[src/rtl/axi_lite_pkg.sv]
// Shared definitions for the AXI4-Lite LED responder: register offsets,
// response codes and the channel FSM state encodings.
package axi_lite_pkg;

    // Register offsets within the 16-byte window (addr[1:0] always zero)
    localparam logic [3:0] REG_LED_OUT   = 4'h0;
    localparam logic [3:0] REG_SWITCHES  = 4'h4;
    localparam logic [3:0] REG_BTN_EVENT = 4'h8;
    localparam logic [3:0] REG_ID        = 4'hC;

    // AXI response codes used by this block
    localparam logic [1:0] RESP_OKAY   = 2'b00;
    localparam logic [1:0] RESP_SLVERR = 2'b10;

    // Write channel FSM
    typedef enum logic {
        W_IDLE = 1'b0,
        W_RESP = 1'b1
    } wr_state_e;

    // Read channel FSM
    typedef enum logic {
        R_IDLE = 1'b0,
        R_DATA = 1'b1
    } rd_state_e;

    // Turn the decoded word index addr[3:2] back into a byte offset
    function automatic logic [3:0] reg_offset(input logic [1:0] word_idx);
        return {word_idx, 2'b00};
    endfunction

endpackage

[src/rtl/sync_2ff.sv]
// Two-flop synchroniser for asynchronous level inputs.
module sync_2ff #(
    parameter int WIDTH = 1
) (
    input  logic             clk,
    input  logic             reset,
    input  logic [WIDTH-1:0] d_i,
    output logic [WIDTH-1:0] q_o
);

    logic [WIDTH-1:0] meta_q;
    logic [WIDTH-1:0] sync_q;

    // First flop may go metastable; second flop gives it a cycle to settle
    always_ff @(posedge clk) begin
        if (reset) begin
            meta_q <= '0;
            sync_q <= '0;
        end else begin
            meta_q <= d_i;
            sync_q <= meta_q;
        end
    end

    assign q_o = sync_q;

endmodule

[src/rtl/axi4_lite_led_slave.sv]
// AXI4-Lite responder holding the LED output register, synchronised
// switch status, a sticky button-event flag and a constant ID word.
//
// Handshake rule on every channel: a transfer happens at the rising clk
// edge where VALID and READY are both 1. A source never drops VALID or
// changes its payload before that edge; this block's READY outputs are
// registered and do not depend combinationally on any VALID input.
module axi4_lite_led_slave
    import axi_lite_pkg::*;
#(
    parameter logic [31:0] ID_VALUE = 32'h4C45_4430,
    parameter int          SW_WIDTH = 16
) (
    input  logic                clk,
    input  logic                reset,
    output logic [15:0]         leds,
    input  logic [SW_WIDTH-1:0] switches,
    input  logic                button,

    input  logic [31:0]         S_AXI_AWADDR,
    input  logic                S_AXI_AWVALID,
    output logic                S_AXI_AWREADY,
    input  logic [31:0]         S_AXI_WDATA,
    input  logic [3:0]          S_AXI_WSTRB,
    input  logic                S_AXI_WVALID,
    output logic                S_AXI_WREADY,
    output logic [1:0]          S_AXI_BRESP,
    output logic                S_AXI_BVALID,
    input  logic                S_AXI_BREADY,

    input  logic [31:0]         S_AXI_ARADDR,
    input  logic                S_AXI_ARVALID,
    output logic                S_AXI_ARREADY,
    output logic [31:0]         S_AXI_RDATA,
    output logic [1:0]          S_AXI_RRESP,
    output logic                S_AXI_RVALID,
    input  logic                S_AXI_RREADY
);

    // ---------------------------------------------------------------
    // Input synchronisers
    // ---------------------------------------------------------------
    logic [SW_WIDTH-1:0] sw_sync;
    logic                btn_sync;

    sync_2ff #(.WIDTH(SW_WIDTH)) u_sw_sync (
        .clk   (clk),
        .reset (reset),
        .d_i   (switches),
        .q_o   (sw_sync)
    );

    sync_2ff #(.WIDTH(1)) u_btn_sync (
        .clk   (clk),
        .reset (reset),
        .d_i   (button),
        .q_o   (btn_sync)
    );

    // ---------------------------------------------------------------
    // Register state
    // ---------------------------------------------------------------
    logic [15:0] led_q,       led_d;
    logic        btn_event_q, btn_event_d;
    logic        btn_prev_q;
    logic        btn_rise;
    logic        btn_clear;

    // ---------------------------------------------------------------
    // Write channel state
    // ---------------------------------------------------------------
    wr_state_e   wr_state_q;
    logic        aw_cap_q;
    logic        w_cap_q;
    logic        awready_q;
    logic        wready_q;
    logic [1:0]  waddr_q;
    logic [15:0] wdata_q;
    logic [1:0]  wstrb_q;
    logic        bvalid_q;
    logic [1:0]  bresp_q;

    logic        aw_hs;
    logic        w_hs;
    logic        wr_commit;
    logic [3:0]  wr_off;
    logic [1:0]  wr_bresp;

    // ---------------------------------------------------------------
    // Read channel state
    // ---------------------------------------------------------------
    rd_state_e   rd_state_q;
    logic        arready_q;
    logic        rvalid_q;
    logic [31:0] rdata_q;
    logic [1:0]  rresp_q;
    logic        ar_hs;
    logic [31:0] rd_mux;

    // Only the word index of each address is decoded; only the LED bytes
    // of the write data and strobes carry state.
    logic unused_bits;
    assign unused_bits = ^{S_AXI_AWADDR[31:4], S_AXI_AWADDR[1:0],
                           S_AXI_ARADDR[31:4], S_AXI_ARADDR[1:0],
                           S_AXI_WDATA[31:16], S_AXI_WSTRB[3:2]};

    assign aw_hs     = S_AXI_AWVALID && awready_q;
    assign w_hs      = S_AXI_WVALID  && wready_q;
    assign ar_hs     = S_AXI_ARVALID && arready_q;

    // The register update happens in the cycle after both halves landed
    assign wr_commit = (wr_state_q == W_IDLE) && aw_cap_q && w_cap_q;
    assign wr_off    = reg_offset(waddr_q);
    assign wr_bresp  = ((wr_off == REG_LED_OUT) || (wr_off == REG_BTN_EVENT))
                       ? RESP_OKAY : RESP_SLVERR;

    assign btn_rise  = btn_sync && !btn_prev_q;
    assign btn_clear = wr_commit && (wr_off == REG_BTN_EVENT)
                       && wstrb_q[0] && wdata_q[0];

    // Next value of LED_OUT: byte-wise strobed write when committed
    always_comb begin
        led_d = led_q;
        if (wr_commit && (wr_off == REG_LED_OUT)) begin
            if (wstrb_q[0]) led_d[7:0]  = wdata_q[7:0];
            if (wstrb_q[1]) led_d[15:8] = wdata_q[15:8];
        end
    end

    // Next value of BTN_EVENT: a new rising edge beats a same-cycle W1C
    always_comb begin
        btn_event_d = btn_event_q;
        if (btn_rise) begin
            btn_event_d = 1'b1;
        end else if (btn_clear) begin
            btn_event_d = 1'b0;
        end
    end

    // Register file and button edge-detect flops
    always_ff @(posedge clk) begin
        if (reset) begin
            led_q       <= '0;
            btn_event_q <= 1'b0;
            btn_prev_q  <= 1'b0;
        end else begin
            led_q       <= led_d;
            btn_event_q <= btn_event_d;
            btn_prev_q  <= btn_sync;
        end
    end

    // Write FSM: collect AW and W in any order, commit, then hold B
    always_ff @(posedge clk) begin
        if (reset) begin
            wr_state_q <= W_IDLE;
            aw_cap_q   <= 1'b0;
            w_cap_q    <= 1'b0;
            awready_q  <= 1'b0;
            wready_q   <= 1'b0;
            waddr_q    <= '0;
            wdata_q    <= '0;
            wstrb_q    <= '0;
            bvalid_q   <= 1'b0;
            bresp_q    <= RESP_OKAY;
        end else begin
            unique case (wr_state_q)
                W_IDLE: begin
                    if (aw_cap_q && w_cap_q) begin
                        bvalid_q   <= 1'b1;
                        bresp_q    <= wr_bresp;
                        wr_state_q <= W_RESP;
                    end else begin
                        if (aw_hs) begin
                            aw_cap_q <= 1'b1;
                            waddr_q  <= S_AXI_AWADDR[3:2];
                        end
                        if (w_hs) begin
                            w_cap_q <= 1'b1;
                            wdata_q <= S_AXI_WDATA[15:0];
                            wstrb_q <= S_AXI_WSTRB[1:0];
                        end
                        awready_q <= !(aw_cap_q || aw_hs);
                        wready_q  <= !(w_cap_q  || w_hs);
                    end
                end
                W_RESP: begin
                    if (S_AXI_BREADY) begin
                        bvalid_q   <= 1'b0;
                        aw_cap_q   <= 1'b0;
                        w_cap_q    <= 1'b0;
                        awready_q  <= 1'b1;
                        wready_q   <= 1'b1;
                        wr_state_q <= W_IDLE;
                    end
                end
                default: wr_state_q <= W_IDLE;
            endcase
        end
    end

    // Read data selection from the current (pre-update) register values
    always_comb begin
        rd_mux = '0;
        unique case (reg_offset(S_AXI_ARADDR[3:2]))
            REG_LED_OUT:   rd_mux = {16'h0000, led_q};
            REG_SWITCHES:  rd_mux = 32'(sw_sync);
            REG_BTN_EVENT: rd_mux = {31'h0, btn_event_q};
            REG_ID:        rd_mux = ID_VALUE;
            default:       rd_mux = '0;
        endcase
    end

    // Read FSM: capture on AR, hold R stable until accepted
    always_ff @(posedge clk) begin
        if (reset) begin
            rd_state_q <= R_IDLE;
            arready_q  <= 1'b0;
            rvalid_q   <= 1'b0;
            rdata_q    <= '0;
            rresp_q    <= RESP_OKAY;
        end else begin
            unique case (rd_state_q)
                R_IDLE: begin
                    if (ar_hs) begin
                        rdata_q    <= rd_mux;
                        rresp_q    <= RESP_OKAY;
                        rvalid_q   <= 1'b1;
                        arready_q  <= 1'b0;
                        rd_state_q <= R_DATA;
                    end else begin
                        arready_q <= 1'b1;
                    end
                end
                R_DATA: begin
                    if (S_AXI_RREADY) begin
                        rvalid_q   <= 1'b0;
                        arready_q  <= 1'b1;
                        rd_state_q <= R_IDLE;
                    end
                end
                default: rd_state_q <= R_IDLE;
            endcase
        end
    end

    assign leds          = led_q;
    assign S_AXI_AWREADY = awready_q;
    assign S_AXI_WREADY  = wready_q;
    assign S_AXI_BVALID  = bvalid_q;
    assign S_AXI_BRESP   = bresp_q;
    assign S_AXI_ARREADY = arready_q;
    assign S_AXI_RVALID  = rvalid_q;
    assign S_AXI_RDATA   = rdata_q;
    assign S_AXI_RRESP   = rresp_q;

endmodule
[config.mk]
export PLATFORM = sky130hd
export DESIGN_NAME = axi4_lite_led_slave
export DESIGN_NICKNAME = d
export VERILOG_FILES = /design/src/rtl/axi_lite_pkg.sv /design/src/rtl/sync_2ff.sv /design/src/rtl/axi4_lite_led_slave.sv
export SDC_FILE = /design/constraint.sdc
export NUM_CORES = 1
export LEC_CHECK = 0
export CORE_MARGIN = 2
export CORE_UTILIZATION = 38
export CTS_BUF_LIST = sky130_fd_sc_hd__clkbuf_2
export CTS_CLUSTER_DIAMETER = 80
export CTS_CLUSTER_SIZE = 40
export DETAILED_ROUTE_END_ITERATION = 7
export PLACE_DENSITY_LB_ADDON = 0.12
export SKIP_LAST_GASP = 1
export SYNTH_ARGS = -nofsm -noshare
export SYNTH_HDL_FRONTEND = slang
export SYNTH_SLANG_ARGS = --single-unit
[constraint.sdc]
create_clock -name clk -period 1.7 [get_ports clk]
set_clock_uncertainty 0.15 [all_clocks]
set_input_delay 0.34 -clock clk [delete_from_list [all_inputs] [get_ports clk]]
set_output_delay 0.34 -clock clk [all_outputs]
set_load 0.01 [all_outputs]
Word-level counts from Yosys, hierarchy flattened
Index checks and enable logic that the tools add are counted.
W data, S select, Z words.

word-level totals
  output and inout port bits = 57
  flip-flop bits (word level) = 115

cells by class
  muxes and demuxes = 30
  equality and inequality tests = 11
  bitwise gates (word level) = 3
  reduce and logical (&&, ||, !) cells = 31

operator list
  kind                  number
  $pmux W32 S4          1
  $mux W1               19
  $pmux W1 S2           9
  $reduce_and A2 Y1     7
  $ne A2 B2 Y1 const B  6
  $reduce_and A3 Y1     4
  $logic_and A1 B1 Y1   11
  $eq A2 B2 Y1 const B  3
  $logic_not A4 Y1      1
  $logic_not A1 Y1      3
  $logic_or A1 B1 Y1    3
  $not A1 Y1            3
  $eq A2 B1 Y1 const B  1
  $logic_not A2 Y1      1
  $mux W2               1
  $ne A2 B1 Y1 const B  1
  $reduce_bool A2 Y1    1

Longest topological paths before layout
Gate-level depths: netlist of the first run.

  depth after elaboration = 8
  depth in mapped cells = 6

Hierarchy
From an unflattened synthesis of the first run, not the netlist that was laid out.

second synthesis, totals
  cell total of the unflattened synthesis = 351
  area total of the unflattened synthesis = 3796.1 um^2

modules (own cells, without submodules)
  module                 area an instance (um^2)  cells an instance  sequential area each (um^2)  instances
  axi4_lite_led_slave    2880.3                   280                1301.2                       1
  sync_2ff (u_sw_sync)   863.3                    67                 640.6                        1
  sync_2ff (u_btn_sync)  52.6                     4                  40.0                         1

Worst setup path after synthesis of the first run
OpenSTA, ideal clock, no wires.

  kind = flip-flop to flip-flop
  start = register wr_state_q
  end = register wdata_q[10]
  path buffers = 3
  required time = 1478 ps
  library setup time = 72 ps
  stages on the path, launching flop included = 7
  arrival time = 1329 ps
  path slack = 150 ps
  period minus slack after synthesis = 1550 ps
  cell sequence = dfxtp_1 buf_4 a21oi_2 and3_1 buf_6 buf_8 mux2i_1

on the way
  longest elaborated chain between the ends = 2

RTL lines
  item                         RTL line                    RTL
  start: declaration           axi4_lite_led_slave.sv:72   wr_state_e wr_state_q;
  start signal: assignment     axi4_lite_led_slave.sv:156  wr_state_q <= W_IDLE;
  start signal: assignment     axi4_lite_led_slave.sv:172  wr_state_q <= W_RESP;
  start signal: assignment     axi4_lite_led_slave.sv:194  wr_state_q <= W_IDLE;
  $not A1 Y1 (no line)         --
  $reduce_and A3 Y1 (no line)  --
  end signal: assignment       axi4_lite_led_slave.sv:180  wdata_q <= S_AXI_WDATA[15:0];
  end: declaration             axi4_lite_led_slave.sv:78   logic [15:0] wdata_q;

Every way passes these cells.
A chain may end at the register's enable or synchronous reset.

==> flow_summary.yaml, run 1 <==
power:
  powerDensity_nw_per_um2: 817
  irDropWorstVdd_mv: 0.306
  leakagePower_nw: 2.04
cells_and_area:
  num_antenna_cells: 0
  area_growth_pct: 34.1
  seq_area_um2: 2040
  fin_nets: 593
  num-fill-cells: 939
  drive_above_1_share: 0.278
  multi_input_area_um2: 1620
  post-route-cell-area_um2: 5090
  fin_cells: 607
min_path:
  worstHoldPathType: "input port to flip-flop"
  min_from: "switches[8]"
floorplan:
  die-area_um2: 10800
  fp-row-count: 36
  start_util: 0.390
  die_y_um: 104
  core_area_um2: 9730
  die_w_um: 104
  pin_count: 181
cts:
  cts_sinks: 99
  cts_buffers: 9
  cts_root_buf: "clkbuf_2"
  htree_levels: 3
  cts_tree: "done"
  clk_pin_slew_ps: 250
  cts_buffer_depth: 2
  insertion_delay_ps: 520
yosys:
  yosysUniqueCellTypes: 35
  synth-compound-area-share: 0.0670
  synth_seq_cells: 99
  synth_xor_area_frac: 0
  synth_simple_gate_area_frac: 0.216
  synth_area_leaders: "dfxtp_1 52%, mux2i_1 13%, nand2b_1 9.2%"
  synthArstFlopShare: 0
  synth_most_common_cell: "dfxtp_1"
  synth_adder_area_share: 0
  avgSynthCellArea_um2: 10.7
  synth_top_family_by_area: "simple AND/OR/NAND/NOR gates"
  synth_edf_count: 0
  netlist_area_um2: 3790
  synth_mux_area_frac: 0.129
  syn_inst: 355
  netlist.area_leader.share: 0.522
  ys_top_cells_by_count: "99 x dfxtp_1, 56 x nand2b_1, 49 x mux2i_1, 35 x nor2b_1, 19 x buf_4"
  synth_top_area_cell: "dfxtp_1"
  ys_seq_area_frac: 0.522
  synth_ff_type: "dfxtp_1"
  ys_warn_count: 0
detailed_routing:
  wirelength_um: 8130
  vias_per_cell: 4.42
  num_vias: 2681
  wl_per_cell_um: 13.4
  dr.pass1.iters: 4
  drc: 0
  antenna_left: 0
  dr.first_iter.drc_count: 95
grt:
  grt_pass1_vias: 2772
  grt-ovfl-total: 0
  antenna_found_initial: 0
  grt_usage: 0.154
  grt_max_degree: 103
  grt_pass1_wl_um: 13400
placed_design:
  dp_cells: 567
  place_congestion: 0.734
  io_buffers: 89
  placed_area_um2: 4810
  dpl.hpwl_um: 5430
run_status:
  outcome: "finished with violations"
  failed_checks: "setup timing"
sta:
  period_share: 1.02
  hold_viol: 0
  worst_pin_slew_ps: 569
  final_max_slew_viol_count: 0
  fmax_mhz: 575
  finalSetupViolations: 4
  rsz0062_at_grt: "true"
  relSlewSlack: 0.620
  layout_setup_ws_ps: -39.0
  layout_min_cycle_time_ps: 1740
setup_path:
  startpoint_type: "flip-flop"
  worst-endpoint-arrival_ps: 1250
  crit_type: "flip-flop to output pin"
  reg2reg_from: "wr_state_q"
  cp.required_ps: 1210
  cp_max_fo: 4
  end_kind: "output pin"
  startpoint: "S_AXI_RDATA[27]"
run:
  max_cap_viol_count: 0
## cell usage in the layout, fill, tap and decap left out, drive strengths merged, types with 7 or more instances in the layout
cell type,n
clkdlybuf4s50,44
conb,13
nand2,11
mux2i,49
nor2,9
buf,51
dfxtp,99
clkbuf,28
a21oi,7
nand2b,57
o2bb2ai,11
nor2b,35
clkdlybuf4s15,17
## where the power goes
part | leakage (nW) | switching [mW] | internal, mW
clock network | 0.0770 | 0.739 | 0.481
registers | 0.829 | 0.0400 | 2.42
logic | 1.14 | 0.207 | 0.271
total | 2.04 | 0.986 | 3.17
## stage by stage
stage | power (mW) | TNS [ps] | setup slack [ps] | util | hold slack, ps
after floorplan | 2.79 | 0 | 150 | - | 264
after global placement | 2.97 | -3660 | -296 | 0.494 | 268
after detailed placement | 2.98 | -4470 | -346 | 0.494 | 272
after CTS | 4.23 | -630 | -178 | 0.533 | 121
after global routing | 4.34 | -555 | -128 | 0.523 | 142
final | 4.16 | -154 | -39.0 | 0.523 | 188
## what timing repair did
item,4_1_cts,5_1_grt
hold endpoints to repair,2,0
gates cloned,0,0
buffers inserted,21,2
setup endpoints to repair,45,31
resized for setup,151,26
hold buffers,1,0
## flip-flops by register name (all words and copies together) (netlist names), 2 cells and up
register,count
u_sw_sync.meta_q,16
u_sw_sync.q_o,16
wdata_q,16
waddr_q,2
wstrb_q,2
leds,16
S_AXI_RDATA,17
## final timing paths
| check | slack (ps) | to | depth (start not counted) |
|---|---|---|---|
| hold reg to reg | 290 | u_sw_sync.q_o[14] | 1 |
| setup reg to reg | 140 | leds[4] | 2 |
| setup / recovery | -40 | S_AXI_RDATA[22] | 3 |
| hold / removal | 190 | u_sw_sync.meta_q[8] | 2 |
## metal layers
layer	GRT usage	vias to the layer above	wire length, um
met1	0.190	1230	3660
met4	0.0608	0	105
met3	0.0395	8	423
met5	0	-	0
li1	-	1385	-
met2	0.259	58	3950
## cells by family (layout without fill, tap and decap cells)
group / Yosys count / count (layout)
AOI/OAI and AO/OA: 34 / 34
buffers and inverters: 40 / 147
DFF: 99 / 99
muxes: 49 / 49
other: 1 / 13
and+or+nand+nor: 132 / 132
## critical path, cell delays in order (launching register included)
cell	delay (ps)
dfxtp_4	400
buf_6	110
buf_6	120
buf_6	110
## layout make-up
type	count	area share
flip-flops and latches	99	0.401
clock inverters	6	0.0157
repair buffers	131	0.223
clock buffers	10	0.00984
well taps	133	0.0327
multi-input cells	228	0.318
No activity file was read; power rests on OpenSTA's default activity.
==> inputs of run 2 (changes only) <==
--- a/config.mk
+++ b/config.mk
@@ -5,8 +5,10 @@
 export SDC_FILE = /design/constraint.sdc
 export NUM_CORES = 1
 export LEC_CHECK = 0
-export CORE_MARGIN = 2
-export CORE_UTILIZATION = 38
+export CELL_PAD_IN_SITES_DETAIL_PLACEMENT = 1
+export CELL_PAD_IN_SITES_GLOBAL_PLACEMENT = 2
+export CORE_MARGIN = 8
+export CORE_UTILIZATION = 22
 export CTS_BUF_LIST = sky130_fd_sc_hd__clkbuf_2
 export CTS_CLUSTER_DIAMETER = 80
 export CTS_CLUSTER_SIZE = 40
==> run 2 against run 1 <==
The flow still finishes with violations (setup timing). Combinational power is 11% higher. Non-clock buffer count is 9 higher. Flip-flop and latch count stayed put. Register-to-register slack hardly changed. Die area is 100% higher. Count of clock-buffer cells in the layout is 1 lower. Critical path type unchanged. Clock power is 12% lower. Global-route usage is 5.6 points lower. Sequential share of layout area is 2.1 points lower. Highest routed layer unchanged. Via count is 2.9% higher.
==> flow_summary.yaml, run 2 (synthesis gave the netlist of run 1 again) <==
sta:
  period_share: 1.02
  layout_min_cycle_time_ps: 1740
  worst_pin_slew_ps: 551
  final_max_slew_viol_count: 0
  rsz0062_at_grt: "true"
  hold_viol: 0
  finalSetupViolations: 4
  fmax_mhz: 574
  relSlewSlack: 0.632
  layout_setup_ws_ps: -40.9
floorplan:
  die_w_um: 147
  start_util: 0.222
  core_area_um2: 17100
  pin_count: 181
  fp-row-count: 48
  die-area_um2: 21700
  die_y_um: 147
placed_design:
  io_buffers: 89
  place_ws_ps: -427
  dpl.hpwl_um: 7600
  place_congestion: 0.712
  dp_cells: 666
setup_path:
  startpoint: "S_AXI_RDATA[27]"
  crit_type: "flip-flop to output pin"
  cp.required_ps: 1210
  r2r_end: "leds[4]"
  r2r_setup_slack_ps: 140
  end_kind: "output pin"
  endpoint: "S_AXI_RDATA[18]"
  worst-endpoint-arrival_ps: 1250
  startpoint_type: "flip-flop"
  cp_max_fo: 4
  reg2reg_from: "waddr_q[0]"
  worstRegToRegCells: 3
grt:
  grt_pass1_wl_um: 16400
  grt_pass1_vias: 3007
  grt_usage: 0.0988
  grt-ovfl-total: 0
  grt_max_degree: 82
  antenna_found_initial: 1
power:
  leakagePower_nw: 2.12
  internal_power_mw: 2.94
  p_comb_frac: 0.131
  powerDensity_nw_per_um2: 758
  seq_power_share: 0.605
  irDropWorstVdd_mv: 0.260
  p_total_mw: 4.07
  sw_frac_of_total: 0.278
  clockPowerShare: 0.264
  switchingPower_mw: 1.13
cts:
  cts_sinks: 99
  insertion_delay_ps: 600
  cts_root_buf: "clkbuf_2"
  clk_pin_slew_ps: 280
  cts_buffers: 9
  cts_tree: "done"
  cts_buffer_depth: 2
  htree_levels: 3
detailed_routing:
  antenna_left: 0
  wl_per_cell_um: 14.8
  vias_per_cell: 3.89
  wirelength_um: 10500
  drc: 0
  dr.first_iter.drc_count: 98
  dr.pass1.iters: 4
  num_vias: 2759
cells_and_area:
  area_growth_pct: 41.6
  num-fill-cells: 1929
  seq_area_um2: 2040
  fin_cells: 709
  utilization: 0.315
  final_common_cell: "dfxtp_1"
  largest_reg_flops: 17
  multi_input_area_um2: 1620
  final_cell_mix: "60 x dfxtp_1, 56 x nand2b_1, 49 x mux2i_1"
  drive_above_1_share: 0.315
  fin_nets: 602
run_status:
  failed_checks: "setup timing"
  outcome: "finished with violations"
run:
  max_cap_viol_count: 0
min_path:
  worstHoldPathType: "input port to flip-flop"
## run 2: final cells by class
cell class,count,area share
Antenna cell,1,0.000466
Sequential cell,99,0.380
Multi-Input combinational cell,228,0.301
Clock buffer,9,0.00839
Tap cell,225,0.0524
Timing Repair Buffer,140,0.247
Clock inverter,7,0.0107
## run 2: per-layer routing
| metal | GRT usage | routed length (um) | share of wire | vias up |
|---|---|---|---|---|
| li1 | - | - | - | 1397 |
| met1 | 0.120 | 4830 | 0.46 | 1285 |
| met2 | 0.159 | 5000 | 0.48 | 64 |
| met3 | 0.0237 | 416 | 0.040 | 13 |
| met4 | 0.0515 | 234 | 0.022 | 0 |
| met5 | 0 | 0 | 0 | - |
## run 2: worst max-delay path, cell delays in order (launching register included)
cell     delay (ps)
dfxtp_4         430
buf_6           120
buf_6           110
## run 2: what timing repair did
action	CTS	global route
endpoints found under the setup margin	45	33
endpoints found under the hold margin	16	1
gates resized for setup	250	11
buffers inserted	20	1
hold buffers	5	1
## run 2: power groups by stage
stage	Combinational [mW]	Clock [mW]	Sequential (mW)
2_1_floorplan	0.273	0	2.51
3_3_place_gp	0.511	0	2.51
3_5_place_dp	0.516	0	2.51
4_1_cts	0.539	1.16	2.46
5_1_grt	0.584	1.26	2.48
6_report	0.534	1.07	2.46
## run 2: stage by stage
step                      cell area, um^2  hold WS [ps]  TNS (ps)
after global routing                 5370          19.8     -1060
final                                5370           107      -151
after detailed placement             4990           277     -5700
after CTS                            5300         0.966      -669
after global placement               4990           270     -4840
after floorplan                      3840           264         0
## run 2: how the worst min path moves through the flow
stage,cells past startpoint,slack (ps),from,endpoint
5_1_grt,2,20,switches[5],u_sw_sync.meta_q[5]
3_3_place_gp,1,270,u_sw_sync.meta_q[7],u_sw_sync.q_o[7]
3_5_place_dp,1,280,u_sw_sync.meta_q[15],u_sw_sync.q_o[15]
2_1_floorplan,1,260,u_btn_sync.meta_q,u_btn_sync.q_o
6_report,2,110,switches[3],u_sw_sync.meta_q[3]
4_1_cts,2,1,switches[11],u_sw_sync.meta_q[11]
==> inputs of run 3 (changes only) <==
--- a/config.mk
+++ b/config.mk
@@ -5,12 +5,8 @@
 export SDC_FILE = /design/constraint.sdc
 export NUM_CORES = 1
 export LEC_CHECK = 0
-export CELL_PAD_IN_SITES_DETAIL_PLACEMENT = 1
-export CELL_PAD_IN_SITES_GLOBAL_PLACEMENT = 2
 export CORE_MARGIN = 8
-export CORE_UTILIZATION = 22
-export CTS_BUF_LIST = sky130_fd_sc_hd__clkbuf_2
-export CTS_CLUSTER_DIAMETER = 80
+export CORE_UTILIZATION = 37
 export CTS_CLUSTER_SIZE = 40
 export DETAILED_ROUTE_END_ITERATION = 7
 export PLACE_DENSITY_LB_ADDON = 0.12
==> run 3 against run 2 <==
The flow now finishes without violations. Design area shrank 7.6%. Worst hold slack gained 180 ps. Power grew 5.8%. Setup slack gained 190 ps. Critical path depth grew 3. Register-to-register slack is essentially flat. Die area shrank 37%. Sequential power is essentially flat. Clock power grew 31%. Count of clock-buffer cells in the layout is the same. Utilization grew 17 points. Global-route usage grew 2.5 points.
==> flow_summary.yaml, run 3 (synthesis gave the netlist of run 1 again) <==
run_status:
  outcome: "finished clean"
setup_path:
  path_cells: "nand2_2 -> buf_4 -> nor4_4 -> buf_4 -> mux2i_1"
  worst_path_max_delay_cell: "dfxtp_1"
  crit_type: "flip-flop to flip-flop"
  startpoint_type: "flip-flop"
  worst-endpoint-arrival_ps: 1680
  r2r_setup_slack_ps: 150
  end_kind: "flip-flop"
  r2r_end: "leds[15]"
  cp_max_fo: 8
  cp.required_ps: 1830
  cpMostUsedCell: "buf_4"
  reg2reg_from: "w_cap_q"
  worstRegToRegCells: 5
  slowest_delay_ps: 430
  crit_family: "flip-flops"
  path_buf_inv: 2
min_path:
  hold_end: "u_sw_sync.q_o[14]"
  holdPathStages: 1
  worstHoldPathType: "flip-flop to flip-flop"
  min_from: "u_sw_sync.meta_q[14]"
cts:
  cts_tree: "done"
  htree_levels: 3
  insertion_delay_ps: 350
  cts_buffer_depth: 2
  cts_buffers: 9
  cts_root_buf: "clkbuf_8"
  clk_pin_slew_ps: 100
  cts_sinks: 99
  postCtsSetupRepairBufs: 0
sta:
  fin_setup_tns_ps: 0
  rsz0062_at_grt: "false"
  period_share: 0.913
  worst_pin_slew_ps: 515
  layout_min_cycle_time_ps: 1550
  hold_viol: 0
  fmax_mhz: 644
  relSlewSlack: 0.657
  final_max_slew_viol_count: 0
  finalSetupViolations: 0
detailed_routing:
  dr.first_iter.drc_count: 101
  num_vias: 2564
  vias_per_cell: 4.38
  drc: 0
  dr.pass1.iters: 4
  antenna_left: 0
  wirelength_um: 8200
  wl_per_cell_um: 14.0
grt:
  grt_pass1_vias: 2671
  grt_pass1_wl_um: 13200
  grt-ovfl-total: 0
  antenna_found_initial: 0
  grt_max_degree: 88
  grt_usage: 0.124
floorplan:
  die_w_um: 117
  start_util: 0.374
  pin_count: 181
  fp-row-count: 37
  core_area_um2: 10100
  die_y_um: 117
  die-area_um2: 13700
cells_and_area:
  final_common_cell: "dfxtp_1"
  fin_nets: 569
  num_antenna_cells: 0
  area_growth_pct: 30.8
  post-route-cell-area_um2: 4960
  final_cell_mix: "95 x dfxtp_1, 56 x nand2b_1, 49 x mux2i_1"
  largest_reg_flops: 17
  num-fill-cells: 984
  drive_above_1_share: 0.102
placed_design:
  placed_area_um2: 4820
  io_buffers: 89
  dpl.hpwl_um: 5990
  place_congestion: 0.719
power:
  p_comb_frac: 0.105
  clockPowerShare: 0.324
  switchingPower_mw: 1.08
  seq_power_share: 0.571
  leakagePower_nw: 2.07
  irDropWorstVdd_mv: 0.467
  sw_frac_of_total: 0.250
  internal_power_mw: 3.23
  powerDensity_nw_per_um2: 867
run:
  max_cap_viol_count: 0
## run 3: cell count changes in the layout (fill, tap and decap cells not counted), sizes merged
cell / change
inv: +1
dlymetal6s2s: +1
dlygate4sd2: +43
clkinvlp: -2
buf: -71
diode: -1
clkinv: +1
dlygate4sd3: -6
## run 3: metal layers
metal	track usage	share of wire
met5	0	0
met4	0.0512	0.011
met3	0.0369	0.070
met2	0.198	0.46
met1	0.152	0.46
## run 3: what timing repair did
action	4_1_cts	5_1_grt
hold buffers	0	0
endpoints found under the setup margin	44	13
gates resized for setup	47	2
pin swaps	0	0
## run 3: power by group through the flow
stage | sequential (mW) | clock, mW | combinational (mW)
floorplan | 2.51 | 0 | 0.273
global placement | 2.51 | 0 | 0.469
detailed placement | 2.51 | 0 | 0.473
CTS | 2.46 | 1.46 | 0.459
global route | 2.47 | 1.57 | 0.496
finish | 2.46 | 1.40 | 0.452
## run 3: how the worst max path moves through the flow
stage | from | to | depth (start not counted)
floorplan | wr_state_q | wdata_q[10] | 6
CTS | S_AXI_RDATA[27] | S_AXI_RDATA[18] | 1
finish | w_cap_q | leds[15] | 5
global placement | S_AXI_ARVALID | S_AXI_ARREADY | 4
global route | w_cap_q | leds[15] | 5
detailed placement | S_AXI_ARVALID | S_AXI_ARREADY | 4
## run 3: layout make-up
type / instances / area [um^2] / share of cell area
Clock buffer: 9 / 124 / 0.0250
Multi-Input combinational cell: 228 / 1620 / 0.326
Clock inverter: 7 / 58.8 / 0.0118
Timing Repair Buffer: 107 / 1010 / 0.203
Tap cell: 136 / 170 / 0.0343
Sequential cell: 99 / 1990 / 0.400
## run 3: worst register-to-register path: stages (launching register included)
cell and delay [ps]:
dfxtp_1 430, nand2_2 110, buf_4 150, nor4_4 190, buf_4 250, mux2i_1 200
## run 3: through the flow
step / hold WS, ps / setup slack (ps) / instances / util / power (mW)
after CTS: 296 / -108 / 586 / 0.489 / 4.38
after floorplan: 264 / 150 / 367 / - / 2.79
after global placement: 268 / -298 / 570 / 0.476 / 2.98
final: 288 / 148 / 586 / 0.490 / 4.31
after global routing: 301 / 41.5 / 586 / 0.490 / 4.54
after detailed placement: 273 / -307 / 570 / 0.476 / 2.99
